==> src/rtl/fetch_unit_pkg.sv <==
// Shared types and constants for the instruction fetch stage.
package fetch_unit_pkg;

  localparam int PC_W = 32;
  localparam logic [31:0] NOP = 32'h0000_0013;

  typedef enum logic [1:0] {
    BOOT  = 2'd0,
    FETCH = 2'd1,
    HOLD  = 2'd2
  } state_t;

endpackage

==> src/rtl/fetch_unit.sv <==
// Instruction fetch stage: pc register, BOOT/FETCH/HOLD control, one-cycle fetch latency.
// Optional redirect alignment checking is enabled by defining FETCH_MISALIGN_CHECK_EN.
module fetch_unit
  import fetch_unit_pkg::*;
#(
  parameter logic [PC_W-1:0] RESET_PC = 32'h0000_0000,
  parameter int              MEM_SIZE = 256
) (
  input  logic            clk,
  input  logic            reset_n,
  input  logic            stall,
  input  logic            redirect_valid,
  input  logic [PC_W-1:0] redirect_pc,
  output logic [PC_W-1:0] imem_addr,
  output logic            imem_stall,
  input  logic [31:0]     imem_data,
  output logic [31:0]     if_instr,
  output logic [PC_W-1:0] if_pc,
  output logic            if_valid,
  output logic            fetch_err
);

  localparam logic [PC_W:0] MEM_BYTES = (PC_W+1)'(MEM_SIZE) << 2;

  state_t          state;
  logic [PC_W-1:0] pc;
  logic [PC_W-1:0] issued_pc;
  logic            issued_q;
  logic            fetch_err_q;

  logic            out_of_range;
  logic            issue_slot;
  logic            issued;
  logic            misaligned;
  logic [PC_W-1:0] redirect_target;

  assign out_of_range = {1'b0, pc} >= MEM_BYTES;
  assign issue_slot   = (state == FETCH) && !stall && !redirect_valid;
  assign issued       = issue_slot && !out_of_range;

  // An out-of-range slot is squashed like a redirect, so memory is told to emit a NOP too.
  assign imem_stall   = !reset_n || !issued;

`ifdef FETCH_MISALIGN_CHECK_EN
  assign misaligned      = redirect_pc[1:0] != 2'b00;
  assign redirect_target = redirect_pc;
`else
  assign misaligned      = 1'b0;
  assign redirect_target = {redirect_pc[PC_W-1:2], 2'b00};
`endif

  always_ff @(posedge clk) begin
    if (!reset_n) begin
      state       <= BOOT;
      pc          <= RESET_PC;
      issued_pc   <= RESET_PC;
      issued_q    <= 1'b0;
      fetch_err_q <= 1'b0;
    end else begin
      issued_pc <= pc;
      issued_q  <= issued;
      if (issue_slot && out_of_range)
        fetch_err_q <= 1'b1;

      // Redirect outranks stall; a rejected misaligned target keeps the current pc.
      if (state == BOOT) begin
        state <= FETCH;
      end else if (redirect_valid) begin
        if (misaligned)
          fetch_err_q <= 1'b1;
        else
          pc <= redirect_target;
        state <= stall ? HOLD : FETCH;
      end else begin
        case (state)
          FETCH: begin
            if (stall)
              state <= HOLD;
            else
              pc <= pc + 32'd4;
          end
          HOLD: begin
            if (!stall)
              state <= FETCH;
          end
          default: state <= BOOT;
        endcase
      end
    end
  end

  assign imem_addr = pc;
  assign if_instr  = imem_data;
  assign if_pc     = issued_pc;
  assign if_valid  = issued_q;
  assign fetch_err = fetch_err_q;

endmodule
==> config.mk <==
export PLATFORM = sky130hd
export DESIGN_NAME = fetch_unit
export DESIGN_NICKNAME = d
export VERILOG_FILES = /design/src/rtl/fetch_unit_pkg.sv /design/src/rtl/fetch_unit.sv
export SDC_FILE = /design/constraint.sdc
export NUM_CORES = 1
export LEC_CHECK = 0
export CORE_AREA = 2 2 93 95
export CTS_BUF_LIST = sky130_fd_sc_hd__clkbuf_2
export DETAILED_ROUTE_END_ITERATION = 8
export DIE_AREA = 0 0 95 97
export PLACE_DENSITY = 0.87
export REMOVE_ABC_BUFFERS = 1
export SLEW_MARGIN = 10
export SYNTH_ARGS = -nofsm -noshare
export SYNTH_HDL_FRONTEND = slang
export SYNTH_SLANG_ARGS = --single-unit
==> constraint.sdc <==
create_clock -name clk -period 1.9 [get_ports clk]
set_clock_uncertainty 0.05 [all_clocks]
set_input_delay 0.19 -clock clk [delete_from_list [all_inputs] [get_ports clk]]
set_output_delay 0.19 -clock clk [all_outputs]
set_load 0.05 [all_outputs]
# Word-level counts from Yosys, hierarchy flattened
# Cells that the tools add are included.
[totals]
regBits = 68
latch_bits = 0
ram_bits = 0
romBits = 0
inputBits = 68
output_inout_bits = 99
wordCells = 42
n_memories = 0
[op_classes]
n_addsub = 1
multipliers = 0
div = 0
n_lt_le_gt_ge = 1
n_eq_ne = 7
shifts = 0
muxes = 9
bitwise = 2
n_reduce_logical = 16
[op_table]
columns = ["op", "n"]
rows = [
  ["2-to-1 mux 32 bit", 3],
  ["adder 32 x 3 -> 32 bit, second input constant", 1],
  ["greater-or-equal comparator 32 x 11 -> 1 bit, second input constant", 1],
  ["2-to-1 mux 2 bit", 4],
  ["!= test 3 bit, second input constant", 2],
  ["logical NOT 1 bit", 5],
  ["logical AND 1 bit", 4],
  ["!= test 4 x 3 -> 1 bit, second input constant", 1],
  ["!= test 4 bit, second input constant", 1],
  ["one-hot mux 2 bit (2 select lines)", 1],
  ["AND reduction 2 bit", 2],
  ["AND reduction 3 bit", 1],
  ["equality test 2 x 1 -> 1 bit, second input constant", 1],
  ["equality test 2 bit, second input constant", 1],
  ["logical NOT 2 bit", 1],
  ["!= test 2 x 1 -> 1 bit, second input constant", 1],
  ["inverter 1 bit", 2],
  ["nonzero test 2 bit", 1],
  ["OR reduction 2 bit", 1],
  ["logical OR 1 bit", 1],
  ["2-to-1 mux 1 bit", 1],
]

# Logic depth before layout (Yosys ltp)
[logic_depth]
ltp_word = 6
depth_mapped = 7
depth_no_buf = 6

# Least setup slack after synthesis
# OpenSTA, ideal clock, no wires.
[synth_timing]
path_kind = "register -> register"
startpoint = "register pc[3] (netlist: imem_addr[3])"
endpoint = "register pc[30] (netlist: imem_addr[30])"
setup_ps = 125
arrival_time_ps = 2044
t_required_ps = 1725
setup_slack_ps = -319
path_stages_with_launch = 7
path_buffers = 0
period_less_slack_ps = 2219
cell_sequence = "dfxtp_1 -> ha_1 -> nand3_2 -> or3_4 -> nor4_2 -> mux2i_1 -> o22ai_1"
[synth_via]
elab_chain_len = 4
[synth_lines]
columns = ["element", "line_no", "rtl"]
rows = [
  ["start: declaration", "fetch_unit.sv:26", "logic [PC_W-1:0] pc;"],
  ["start signal: assignment", "fetch_unit.sv:72", "pc <= redirect_target;"],
  ["start signal: assignment", "fetch_unit.sv:80", "pc <= pc + 32'd4;"],
  ["adder 32 x 3 -> 32 bit", "fetch_unit.sv:80", ""],
  ["2-to-1 mux 32 bit", "fetch_unit.sv:77", "if (stall)"],
  ["2-to-1 mux 32 bit", "fetch_unit.sv:75", "case (state)"],
  ["2-to-1 mux 32 bit", "fetch_unit.sv:68", "end else if (redirect_valid) begin"],
]
# Every way passes these cells. The select of a mux whose other input is x is not followed.
# A chain may end at the register's enable or synchronous reset.

# Worst setup path in the final report
[layout_timing]
startpoint = "register pc[11] (netlist: imem_addr[11])"
endpoint = "output port imem_stall"
[layout_via]
elab_chain_len = 5
[layout_lines]
columns = ["element", "line_no", "rtl"]
rows = [
  ["greater-or-equal comparator 32 x 11 -> 1 bit", "fetch_unit.sv:37", "assign out_of_range = {1'b0, pc} >= MEM_BYTES;"],
  ["logical NOT 1 bit", "fetch_unit.sv:39", "assign issued = issue_slot && !out_of_range;"],
  ["logical AND 1 bit", "fetch_unit.sv:39", ""],
  ["logical NOT 1 bit", "fetch_unit.sv:42", "assign imem_stall = !reset_n || !issued;"],
  ["logical OR 1 bit", "fetch_unit.sv:42", ""],
  ["end: declaration", "fetch_unit.sv:15", "output logic imem_stall,"],
]
# Every way passes these cells.

==> results.cfg <==
[timing]
finalMaxSlewViolations = 0
setup_viols_final = 1
period_share_pct = 119.2
max-slew-margin-rel_pct = 65.94
post-route-worst-setup-slack_ns = -0.3644
fmax_mhz = 441.6
finalWorstPathRequiredPeriod_ns = 2.264
final-hold-violation-count = 0
grt_setup_unrepaired = yes
max_slew.worst_pin.slew_ns = 0.5101

[logic_synthesis]
netlist_area_before_placement_sq_mm = 0.003286
seq_area_frac_synth_pct = 38.99
post_synth.cell_area_avg_sq_um = 8.556
number_of_distinct_standard_cells_referenced_by_the_synthesized_netlist = 62
most_instantiated_library_cell_after_synthesis = dfxtp_1
synthTopCellsByCount = dfxtp_1 (64), buf_4 (36), and2_1 (30), nor2_1 (27), o21ai_0 (22)
synth_edf_count = 0
async_sr_flop_fraction_pct = 0
netlist_instances = 384
synth_ff_type = dfxtp_1
yosys_register_bits = 64
yosysTopAreaCellShare_pct = 38.99
yosys.area.top_type = dfxtp_1
synth_warn = 0
post_synth_main_area_contributors = dfxtp_1 (39%), buf_4 (8.2%), and2_1 (5.7%), o21ai_0 (3.4%), nor2_1 (3.1%)

[grt]
antenna_found_initial = 0
grt_pass1_vias = 3275
globalRouteOverflowTotal = 0
grt_start_max_net_pins = 33
globalRouteTotalUtil_pct = 25.26
global_route_wire_length_before_repair_mm = 17.66

[route]
post_drt_via_cell_ratio = 5.707
antenna_nets_post_route = 0
postRouteWirelength_mm = 11.72
routedWlPerCell_um = 19.19
drc_errors_left = 0
routed-via-count = 3487
first_pass_drt_iterations = 7
dr.first_iter.drc_count = 263

[setup_path]
crit_path_slowest_cell = dfxtp_1
required_ns = 1.66
critical_path.max_stage_delay_ns = 0.37
startpoint_type = flop
critical_path_endpoint_category = primary output
worst-endpoint-arrival_ns = 2.02
path_class = flop to primary output
r2r_slack_ns = 0.08
path_cells = nor4_2 > nand4_1 > nor4_4 > and2_4 > inv_2 > buf_12
critPathMaxFanout = 4

[final_layout]
areaGrowthSynthToFinish_pct = 41.20
num-nets-final = 572
drive_above_1_share_pct = 24.70
diodes = 0
post_layout_nonfiller_instances = 611

[floorplanning]
placeableCoreArea_sq_mm = 0.008134
die_h_um = 97
placement_row_count = 33
dieWidth_um = 95
design.portCount = 167
start_util_pct = 40.39
die-area_sq_mm = 0.009215

[status]
run_status = complete, but fails checks
violations_in_the_final_reports = setup timing

[clocking]
clock_sinks = 64
worst_setup_hold_path_clk_slew_ns = 0.19
hold_buffers = 0
cts_tree = built
cts-htree-levels = 3
cts-root-to-sink-buffers = 2
worst_skew_pair.late_latency_ns = 0.51
cts-buffers-inserted = 9
clock-root-buffer = clkbuf_2

[place]
place_ws_ns = -0.1413
gp_congestion = 0.8903
place.detailed.hpwl_mm = 8.860
placed_cells = 593
buffers_added_on_ports = 96

[min_path]
min_path_type = input port to flop

[flow_run]
number_of_max_cap_violations = 0

[pwr]
report.power.total_mw = 3.166
p_leak_nw = 2.261
power_density_mw_per_mm2 = 682.5
vdd_drop_max_v = 0.0004076
-- sequential cells by signal (all words and copies together) (netlist names) --
register,count
state,2
if_pc,30
fetch_err,1
imem_addr,30
if_valid,1
-- repair_timing --
item / CTS / global route
setup endpoints to repair: 37 / 25
resized for setup: 45 / 32
buffers inserted: 2 / 1
pin swaps: 3 / 3
cloned: 0 / 0
-- worst max-delay path: cells and delay by family (launching register included) --
family	cells	cell delay, ns
buffers and inverters	2	0.17
flip-flops	1	0.37
AND/OR/NAND/NOR	4	0.98
-- through the flow --
step	setup TNS, ns	hold slack [ns]	util, %	instance area (sq um)
finish	-0.3644	0.2003	57.04	4639
detailed placement	-0.7521	0.3303	54.70	4449
global route	-0.4541	0.2072	57.04	4639
floorplan	-1.873	0.2527	-	2924
CTS	-0.4041	0.1861	55.99	4554
global placement	-0.2276	0.3303	54.70	4449
-- power breakdown --
| part | internal, mW | switching (mW) |
|---|---|---|
| Clock | 0.289 | 0.482 |
| Combinational | 0.340 | 0.562 |
| Sequential | 1.42 | 0.0692 |
-- logic make-up (layout without fill, tap and decap cells) --
kind of cell    count (synthesis)  in the layout  synth area share [%]
compound gates                 87             87                 16.68
xor+xnor                        5              5                 1.333
fa+ha+maj                       2              2                0.7615
buf+inv                        64            183                 12.26
flops                          64             64                 38.99
mux                             6              6                 1.866
other cells                     1              4                0.1141
simple gates                  155            155                 27.99
-- worst paths after layout --
path | start | end | cells after the start
max | imem_addr[11]$_SDFFE_PN0P_ | imem_stall | 6
min reg2reg | fetch_err$_SDFFE_PN0P_ | fetch_err$_SDFFE_PN0P_ | 2
max reg2reg | imem_addr[2]$_SDFFE_PN0P_ | imem_addr[18]$_SDFFE_PN0P_ | 8
min | redirect_pc[26] | imem_addr[26]$_SDFFE_PN0P_ | 3
-- routing by layer --
layer	GRT usage, %	vias up	part of all wire [%]
li1	-	1586	-
met1	32.14	1635	41
met2	36.44	230	44
met3	11.60	36	12
met4	10.26	0	2.8
met5	2.976	-	0
-- layout by cell type, fill, tap and decap left out, drive strengths merged, types with 4 or more instances in the layout --
master,count
clkdlybuf4s50,35
o21ai,25
nor2,29
nor3,5
inv,8
conb,4
a31oi,5
dlygate4sd2,32
nor4,10
a21oi,20
a22oi,4
dlymetal6s2s,10
and2,31
clkbuf,12
and3,14
nand4,11
xor2,4
mux2i,5
nand2,21
nand3,17
o22ai,9
buf,79
dfxtp,64
and4,5
-- cell type report --
cell class | count | area (sq um)
clock buffer | 10 | 50.05
multi-input combinational | 259 | 1697
timing repair buffer | 160 | 1391
tap | 105 | 131.4
inverter | 8 | 30.03
sequential | 64 | 1291
clock inverter | 5 | 48.80
fill | 764 | 3495
Note: power is estimated with default switching activity, not from simulation.
==> variant, RTL diff (same flow settings) <==
The option `FETCH_MISALIGN_CHECK_EN` is turned on by a define.
--- a/src/rtl/fetch_unit.sv
+++ b/src/rtl/fetch_unit.sv
@@ -2,2 +2,4 @@
 // Optional redirect alignment checking is enabled by defining FETCH_MISALIGN_CHECK_EN.
+`define FETCH_MISALIGN_CHECK_EN
+
 module fetch_unit
Behaviour: not the same (Yosys sat finds a counterexample within 4 cycles, from zero or initial values and one cycle with reset_n low).
==> variant against the unedited design <==
The run still ends with setup timing left; sequential cell count up 4; setup slack got worse by 0.0079 ns; count of clock-buffer cells in the layout is 1 higher; routed wire length is 4.3% lower; utilization grew 0.15 points; power is 1.5% higher; sequential share of layout area is 1.7 points higher; synthesized cell count is 3.4% higher; synthesized area is 1.3% higher; cell area rose by 0.27%.
==> variant: results (changes against the unedited design) <==
[outcome]
status=finished, violations left
violations=setup timing

[drt]
routedWlPerCell_um=18.4  ; -4.0%
vias=3457  ; -0.86%
wl_met3_mm=1.16  ; -19%
drt-pass1-iter-count=4  ; -3
met1Wirelength_mm=4.70  ; -1.2%
drtIter0Drc=284  ; +8.0%
drcViolationCount=0  ; unchanged
wl_met2_mm=4.97  ; -4.5%
dr.max_layer_used=met5

[setup_path]
r2r_slack_ns=-0.02  ; -0.10 ns
critPathMaxFanout=2  ; -2
cp.arrival_ns=2.03

[logic_synthesis]
synth-adder-area-share_pct=0.752  ; -0.010 points
syn_inst=397  ; +3.4%
yosys.cell_types.count=55  ; -11%
synth_area_leaders=dfxtp_1 41%, buf_4 7.7%, and2_1 5.6%, nor2_1 3.7%, a21oi_1 3.3%
muxShareOfSynthArea_pct=0.902  ; -0.96 points
synth-xor-area-share_pct=0.789  ; -0.54 points
synthTopCellsByCount=68 x dfxtp_1, 34 x buf_4, 33 x nor2_1, 30 x and2_1, 29 x nand2_1
postSynth.asyncResetShare_pct=0  ; unchanged
ys_seq_area_share_pct=40.9  ; +1.9 points
yosys_warnings=0  ; unchanged
yosys_most_used_dff=dfxtp_1
synth-compound-area-share_pct=16.9  ; +0.27 points

[placed_design]
dp_slack_ns=-0.205  ; -0.0637 ns
port_buffers=102  ; +6.3%
routabilityCongestion=0.918  ; +3.1%
placed_cells=593  ; unchanged
dpl.hpwl_mm=8.26  ; -6.8%

[cts]
clockBufferDepth=2  ; unchanged
cts_buffers=9  ; unchanged
clkTransAtPathRegs_ns=0.23  ; +0.04 ns
cts.root.buffer_cell=clkbuf_2
insertion_delay_ns=0.54  ; +0.03 ns
htree_num_levels=3  ; unchanged
ctsHoldBuffers=0  ; unchanged
cts_setup_buffers=0  ; -2
post_cts_resized=66  ; +47%

[grt]
antenna_found_initial=0  ; unchanged
grt_max_degree=38  ; +15%
grt_pass1_wl_mm=16.8  ; -4.6%
grt_use_total_pct=23.9  ; -1.4 points
grt_pass1_vias=3316  ; +1.3%

[finish]
fin_nets=570  ; -0.35%
fillers=682  ; -11%
drive_gt1_share_pct=22.4  ; -2.3 points
fin_cells=609  ; -0.33%
diodes=0  ; unchanged

[power]
leakage_nw=2.10  ; -7.0%
ir_drop_mv=0.303  ; -26%

[timing]
setup_viol=2  ; +1
tightest_slew_ns=0.501  ; -0.00890 ns
setup_slack_ns=-0.372  ; -0.00792 ns

[min_path]
min_path_type=in2reg

[job]
drv_cap=0  ; unchanged

-- variant: layout make-up --
| type | instances | area, um^2 | share of cell area [%] |
|---|---|---|---|
| multi-input cells | 265 | 1700 | 36.4 |
| flip-flops and latches | 68 | 1380 | 29.6 |
| repair buffers | 148 | 1290 | 27.7 |
| well taps | 105 | 131 | 2.82 |
| clock inverters | 4 | 75.1 | 1.61 |
| clock buffers | 11 | 55.1 | 1.18 |
| inverters | 8 | 30.0 | 0.646 |
-- variant: power breakdown --
part	internal (mW)	switching, mW
sequential	1.49	0.0442
clock	0.439	0.532
combinational	0.272	0.440
-- variant: critical path, cell delays in order (launching register included) --
cell and delay, ns:
dfxtp_2 0.35, or4_4 0.55, nor4_4 0.25, and2_4 0.20, inv_2 0.04, buf_6 0.14
-- variant: stage by stage --
stage	power, mW	TNS, ns	hold slack, ns	cell area [um^2]	util (%)
after CTS	3.19	-0.412	0.0952	4560	56.1
after global placement	2.24	-1.98	0.330	4440	54.6
after detailed placement	2.26	-2.76	0.330	4440	54.6
after global routing	3.32	-0.519	0.124	4650	57.2
final	3.21	-0.389	0.113	4650	57.2
after floorplan	1.92	-1.51	0.259	2980	-
-- variant: layer usage --
| metal | vias to the layer above | track usage, % |
|---|---|---|
| met1 | 1618 | 30.7 |
| met5 | - | 3.57 |
| li1 | 1596 | - |
| met4 | 2 | 10.6 |
| met3 | 33 | 10.6 |
| met2 | 208 | 34.0 |
-- variant: final timing paths --
kind | cells past startpoint | start | endpoint
max reg2reg | 6 | imem_addr[3] | imem_addr[30]
min | 4 | redirect_valid | imem_addr[31]
min reg2reg | 1 | imem_addr[0] | if_pc[0]
max | 5 | imem_addr[17] | imem_stall
